[config.mk]
export PLATFORM = sky130hd
export DESIGN_NAME = timestamp_capture
export DESIGN_NICKNAME = d
export VERILOG_FILES = /design/src/rtl/ts_pkg.sv /design/src/rtl/ts_fifo.sv /design/src/rtl/timestamp_capture.sv
export SDC_FILE = /design/constraint.sdc
export NUM_CORES = 1
export LEC_CHECK = 0
export ABC_AREA = 1
export CAP_MARGIN = 20
export CORE_MARGIN = 8
export CORE_UTILIZATION = 41
export CTS_CLUSTER_SIZE = 30
export DETAILED_ROUTE_END_ITERATION = 8
export PLACE_DENSITY = 0.57
export RECOVER_POWER = 50
export SYNTH_ARGS = -nofsm -noshare
export SYNTH_HDL_FRONTEND = slang
export SYNTH_SLANG_ARGS = --single-unit
[constraint.sdc]
create_clock -name Clk -period 3.6 [get_ports Clk]
set_input_delay 0.36 -clock Clk [delete_from_list [all_inputs] [get_ports Clk]]
set_output_delay 0.36 -clock Clk [all_outputs]
set_load 0.01 [all_outputs]
[src/rtl/ts_pkg.sv]
// Shared constants for the timestamp capture block: default widths/depths and the
// helper that sizes the occupancy counter.
package ts_pkg;

    localparam int unsigned CwDefault         = 32;
    localparam int unsigned DepthDefault      = 8;
    localparam int unsigned LevelWidthDefault = $clog2(DepthDefault) + 1;

    // Occupancy needs one extra bit so that a full FIFO (level == depth) is representable.
    function automatic int unsigned level_width(input int unsigned depth);
        return $clog2(depth) + 1;
    endfunction

endpackage

[src/rtl/ts_fifo.sv]
// Synchronous FIFO with explicit occupancy tracking and a combinational head read,
// so a written entry is visible the cycle after the write edge.
module ts_fifo
    import ts_pkg::*;
#(
    parameter int unsigned DEPTH = DepthDefault,
    parameter int unsigned CW    = CwDefault,
    parameter int unsigned LW    = level_width(DEPTH)
) (
    input  logic          Clk,
    input  logic          Rst,
    input  logic          push_i,
    input  logic          pop_i,
    input  logic [CW-1:0] wdata_i,
    output logic [CW-1:0] rdata_o,
    output logic          full_o,
    output logic          empty_o,
    output logic [LW-1:0] level_o
);

    localparam int unsigned PW = $clog2(DEPTH);

    logic [CW-1:0] mem_q [DEPTH];
    logic [PW-1:0] wr_ptr_q, wr_ptr_d;
    logic [PW-1:0] rd_ptr_q, rd_ptr_d;
    logic [LW-1:0] level_q, level_d;
    logic          push_ok, pop_ok;

    assign empty_o = (level_q == '0);
    assign full_o  = (level_q == LW'(DEPTH));
    assign level_o = level_q;
    assign rdata_o = empty_o ? '0 : mem_q[rd_ptr_q];

    // A push into a full FIFO is legal only when the head leaves on the same edge.
    assign pop_ok  = pop_i & ~empty_o;
    assign push_ok = push_i & (~full_o | pop_ok);

    always_comb begin
        wr_ptr_d = wr_ptr_q;
        rd_ptr_d = rd_ptr_q;
        level_d  = level_q;
        if (push_ok) wr_ptr_d = wr_ptr_q + PW'(1);
        if (pop_ok)  rd_ptr_d = rd_ptr_q + PW'(1);
        if (push_ok && !pop_ok)      level_d = level_q + LW'(1);
        else if (!push_ok && pop_ok) level_d = level_q - LW'(1);
    end

    always_ff @(posedge Clk) begin
        if (Rst) begin
            wr_ptr_q <= '0;
            rd_ptr_q <= '0;
            level_q  <= '0;
        end else begin
            wr_ptr_q <= wr_ptr_d;
            rd_ptr_q <= rd_ptr_d;
            level_q  <= level_d;
        end
    end

    always_ff @(posedge Clk) begin
        if (!Rst && push_ok) mem_q[wr_ptr_q] <= wdata_i;
    end

endmodule

[src/rtl/timestamp_capture.sv]
// Captures the system counter on each enabled rising edge of evt_in into a FIFO,
// with a sticky overflow flag for events dropped while the FIFO is full.
module timestamp_capture
    import ts_pkg::*;
#(
    parameter int unsigned DEPTH = DepthDefault,
    parameter int unsigned CW    = CwDefault,
    localparam int unsigned LW   = level_width(DEPTH)
) (
    input  logic          Clk,
    input  logic          Rst,
    input  logic [CW-1:0] count,
    input  logic          Cap_En,
    input  logic          evt_in,
    output logic [CW-1:0] ts_data,
    output logic          ts_valid,
    input  logic          ts_ready,
    output logic [LW-1:0] level,
    output logic          ovf,
    input  logic          ovf_clr
);

    logic evt_q;
    logic ovf_q, ovf_d;
    logic rise, capture, pop, push, full, empty, ovf_set;

    assign rise     = evt_in & ~evt_q;
    assign capture  = rise & Cap_En;
    assign pop      = ts_valid & ts_ready;
    assign push     = capture & (~full | pop);
    assign ovf_set  = capture & full & ~pop;
    assign ts_valid = ~empty;
    assign ovf      = ovf_q;

    // A new overflow wins over a simultaneous clear so no drop goes unreported.
    always_comb begin
        ovf_d = ovf_q;
        if (ovf_set)      ovf_d = 1'b1;
        else if (ovf_clr) ovf_d = 1'b0;
    end

    // evt_q resets high so a level held through reset release is not an edge.
    always_ff @(posedge Clk) begin
        if (Rst) begin
            evt_q <= 1'b1;
            ovf_q <= 1'b0;
        end else begin
            evt_q <= evt_in;
            ovf_q <= ovf_d;
        end
    end

    ts_fifo #(
        .DEPTH (DEPTH),
        .CW    (CW),
        .LW    (LW)
    ) u_fifo (
        .Clk     (Clk),
        .Rst     (Rst),
        .push_i  (push),
        .pop_i   (pop),
        .wdata_i (count),
        .rdata_o (ts_data),
        .full_o  (full),
        .empty_o (empty),
        .level_o (level)
    );

endmodule

# After elaboration in Yosys (flattened, before gate mapping)
# Memory sizes are Yosys's and may differ from the RTL's. A register that Yosys moved wholly into a read port is not among the register bits.
# Cells that the tools add are included.
# Widths: inputs -> output; s select.
# op_classes
n_bitwise,14
mux,9
reduce_logical,9
add_sub_neg,4
n_eq_ne,1
# op_table
op,n
$mux 32,1
$and 1x1->1,8
$mux 4,2
$add 3x1->3 const B,2
$mux 3,2
$add 4x1->4 const B,1
$eq 4x4->1 const B,1
$logic_not 4->1,1
$mux 1,4
$not 1->1,4
$reduce_bool 2->1,2
$sub 4x1->4 const B,1
$logic_and 1x1->1,3
$logic_not 1->1,3
$or 1x1->1,2
# word_totals
out_inout_bits,38
word_cells,43
ram_bits,256
n_memories,1
reg_bits,12
inputBits,38
# memory_table
memory,depth,word_bits,rd,rd_ports_with_merged_regs,wr,line,source
u_fifo.mem_q,8,32,1,1,1,ts_fifo.sv:23,logic [CW-1:0] mem_q [DEPTH];

# Logic depth before layout (Yosys ltp)
# logic_depth
depth_word,10
depth_mapped,14
depth_no_buf,14

# Hierarchy
# A second synthesis with hierarchy kept.
# hier_totals
hier_cells,1032
hier_area_um2,11298.3
# modules_own_cells
module,cells_each,seq_area_each_um2,instances,area_each_um2
ts_fifo,1016,7947.6,1,11179.5
timestamp_capture,16,40.0,1,118.9

# Least setup slack after synthesis
# No wires, ideal clock.
# synth_timing
path_type,reg-to-reg
startpoint,reg u_fifo.level_q[0] (netlist: u_fifo.level_o[0])
endpoint,"mem u_fifo.mem_q[0][0] (netlist bit), enable pin"
t_required_ps,3179
stages_incl_launch_ff,7
setup_slack_ps,844
arrival_ps,2335
setup_time_ps,421
period_less_slack_ps,2756
n_path_buf,0
path_cell_list,dfxtp_1 nor2_1 nand4_1 nand2_1 inv_1 nand2_1 nor2_1
# synth_via
elab_chain_cells,9
word_cells_on_any_way,13
cone_classes,1 x eq/ne; 2 x mux; 8 x bitwise; 2 x reduce/logical
# synth_lines
item,line,source
from (decl),ts_fifo.sv:26,"logic [LW-1:0] level_q, level_d;"
from (signal assigned),ts_fifo.sv:56,level_q <= level_d;
$logic_not 4->1,ts_fifo.sv:29,assign empty_o = (level_q == '0);
$not 1->1,"ts_fifo.sv:35, timestamp_capture.sv:32",
$and 1x1->1,timestamp_capture.sv:29,assign pop = ts_valid & ts_ready;
$or 1x1->1 or $and 1x1->1 (tied branches),"timestamp_capture.sv:30, ts_fifo.sv:35",
$and 1x1->1 or $or 1x1->1 (tied branches),"timestamp_capture.sv:30, ts_fifo.sv:36",
$and 1x1->1 (*),ts_fifo.sv:36,assign push_ok = push_i & (~full_o | pop_ok);
$logic_and 1x1->1 (*),ts_fifo.sv:61,if (!Rst && push_ok) mem_q[wr_ptr_q] <= wdata_i;
$mux 1 (*),ts_fifo.sv:61,
$mux 1 (implied by the code) (*),ts_fifo.sv:61,
to (decl),ts_fifo.sv:23,
# Every way passes the cells marked *; elsewhere a longest branch is shown, timed or not.

# Worst setup path after layout
# layout_timing
startpoint,reg u_fifo.level_q[0] (netlist: u_fifo.level_o[0])
endpoint,out ts_data[16]
# layout_via
elab_chain_cells,2
# layout_lines
item,line,source
$logic_not 4->1,ts_fifo.sv:29,
$mux 32,ts_fifo.sv:32,assign rdata_o = empty_o ? '0 : mem_q[rd_ptr_q];
to (decl),timestamp_capture.sv:15,"output logic [CW-1:0] ts_data,"
# Every way passes these cells.

==> results.toml <==
[outcome]
status = "complete, no violations"

[critical_path]
cp_cell_sequence = "nor2_1 -> nand3_2 -> buf_4 -> nand2_1 -> nor2_1 -> clkdlybuf4s50_1"
cp_num_buf_inv = 2
arrival_ns = 2.75
critPathTopFamily = "buffers and inverters"
crit_path_start_kind = "flop"
cpMostUsedCell = "nor2_1"
critPathKind = "reg -> out"
worstPathMaxFanout = 21
cp_slowest_stage_delay_ns = 0.60
worst_ep_required_time_ns = 3.24
cpMaxStageDelayCell = "clkdlybuf4s50_1"
cp-end-kind = "output port"

[global_route]
grt_pass1_vias = 6851
antenna_found_initial = 0
grt_util_met1_pct = 19.9
grt-busiest-layer = "met2"
met2_usage_pct = 25.7
grt_pass1_wl_mm = 37.5
grt_util_met3_pct = 2.20
gr-total-overflow = 0
grt_use_total_pct = 15.0
grt_start_max_net_pins = 129

[clocking]
clock_sinks = 271
cts_resized = 0
numCtsBuffers = 28
cts-hold-fix-buffers = 0
post-cts-setup-buffers = 0
cts.htree.levels = 1
clock-root-buffer = "clkbuf_16"
clk_pin_slew_worst_paths_ns = 0.06
clock_latency_ns = 0.53
clk_path_buf_depth = 3
cts_tree = "built"

[sta]
worst_slew_pin_slew_ns = 1.12
fin_crit_sh_pct = 86.4
setup_viol = 0
slew_headroom_pct = 25.3
worst_hold_slack_ns = 0.429
clock_skew_ns = 0.00752
fmax_ghz = 0.322
tns_ns = 0
period_minus_slack_ns = 3.11
layout_setup_ws_ns = 0.491
hold_viol_final = 0
rsz0062_at_grt = "no"
drv_slew = 0

[power]
vdd_drop_max_v = 0.000420
p_per_area_mw_per_mm2 = 702
p_leak_nw = 4.41

[synth]
ys_seq_area_share_pct = 73.0
synthTopCellsByArea = "edfxtp_1 (70%), nor2_1 (10%), o21ai_0 (5.5%)"
yosys.area.top_type = "edfxtp_1"
netlist_area_sq_mm = 0.0109
synth_top_area_share_pct = 70.3
synth.net_count = 969
yosysWarnings = 0
yosys.cell_types.count = 25
avgSynthCellArea_sq_um = 11.8
synthCells = 925
ys_seq_elements = 271

[placed_design]
hpwl_mm = 13.2
gp_congestion = 0.752
port_buffers = 75
dpl_worst_slack_ns = 0.758

[drt]
first_pass_iters = 5
vias = 6864
vias_per_cell = 5.07
ant_nets = 0
drc_errors = 0
routedWlPerCell_um = 17.6
routed_wl_mm = 23.8
first_iter_violations = 504

[die]
std_cell_rows = 59
start_util_pct = 41.9
coreArea_sq_mm = 0.0261
die-width_um = 179
die_y_um = 179
dieArea_sq_mm = 0.0322
io_pins = 76

[finish]
nNetsFinal = 1043
synthToLayoutAreaGrowth_pct = 18.3
antenna_cells = 0
final_layout_size_suffix_gt1_share_pct = 7.46
fin_util_pct = 49.5

[run]
cap_violations = 0

[hold_path]
hold_path_class = "in -> reg"
-- synth_stat cells --
master,n
xor2_1,4
buf_2,13
edfxtp_1,256
nor2_2,7
buf_8,2
o21ai_1,44
buf_1,3
or2_2,2
buf_6,4
nand4_1,1
dfxtp_1,15
clkbuf_1,19
inv_1,16
nand3_2,1
clkbuf_2,3
a21oi_1,9
nor2_1,297
buf_4,8
nand2_1,52
o21ai_0,120
fa_1,1
inv_2,1
nand3_1,41
ha_1,5
buf_12,1
-- power breakdown --
part / total, W / switching, W / internal [W]
registers: 0.00354 / 0.0000442 / 0.00349
logic: 0.00283 / 0.00168 / 0.00115
clock network: 0.00272 / 0.00111 / 0.00160
total: 0.00909 / 0.00283 / 0.00625
-- cells by family after synthesis --
family | after synthesis | share of synthesized area [%]
DFF | 271 | 73.0
adders and majority gates | 6 | 0.755
and+or+nand+nor | 401 | 14.5
xor gates and xnor gates | 4 | 0.320
AOI/OAI and AO/OA | 173 | 7.91
buffers and inverters | 70 | 3.49
-- layout by cell type, fill, tap and decap left out, types with 5 or more instances in the layout --
master             n
a21oi_1            9
buf_12             5
buf_4             15
clkbuf_1          10
clkbuf_16         29
clkdlybuf4s50_1   38
clkinv_1           8
dfxtp_1           12
dlygate4sd3_1     37
edfxtp_1         256
ha_1               5
inv_1             16
nand2_1           52
nand3_1           41
nor2_1           289
nor2_2             7
nor2_4             8
o21ai_0          120
o21ai_1           44
-- stage by stage --
stage | area [sq um] | total power, W | cells
after floorplan | 10900 | 0.00533 | 925
after global placement | 12100 | 0.00651 | 1304
after detailed placement | 12100 | 0.00651 | 1304
after CTS | 12900 | 0.00924 | 1354
after global routing | 12900 | 0.00964 | 1354
final | 12900 | 0.00909 | 1354
-- state kept, by name (all words and copies together), names as in the netlist, named ones only --
| name | cells |
|---|---|
| u_fifo.level_o | 4 |
| u_fifo.mem_q | 256 |
| u_fifo.rd_ptr_q | 3 |
| evt_q | 1 |
| ovf | 1 |
| u_fifo.wr_ptr_q | 3 |
-- worst paths after layout --
| path | from | cells past startpoint | end | slack [ns] |
|---|---|---|---|---|
| min | evt_in | 2 | evt_q | 0.43 |
| min reg2reg | ovf | 2 | ovf | 0.47 |
| max reg2reg | u_fifo.level_o[0] | 12 | u_fifo.level_o[3] | 0.99 |
| max | u_fifo.level_o[0] | 6 | ts_data[16] | 0.49 |
-- layer usage --
metal | up-vias | wire length (um)
li1 | 3365 | -
met1 | 3338 | 10800
met4 | 0 | 459
met3 | 27 | 912
met2 | 134 | 11600
met5 | - | 0
-- final cells by class --
type | instances | area [sq um]
clock buffer | 37 | 756
clock inverter | 13 | 105
fill | 2317 | 13200
inverter | 17 | 65.1
multi-input combinational | 584 | 2630
sequential | 271 | 7990
tap | 335 | 419
timing repair buffer | 97 | 971
Power figures use the tool's default switching activity.
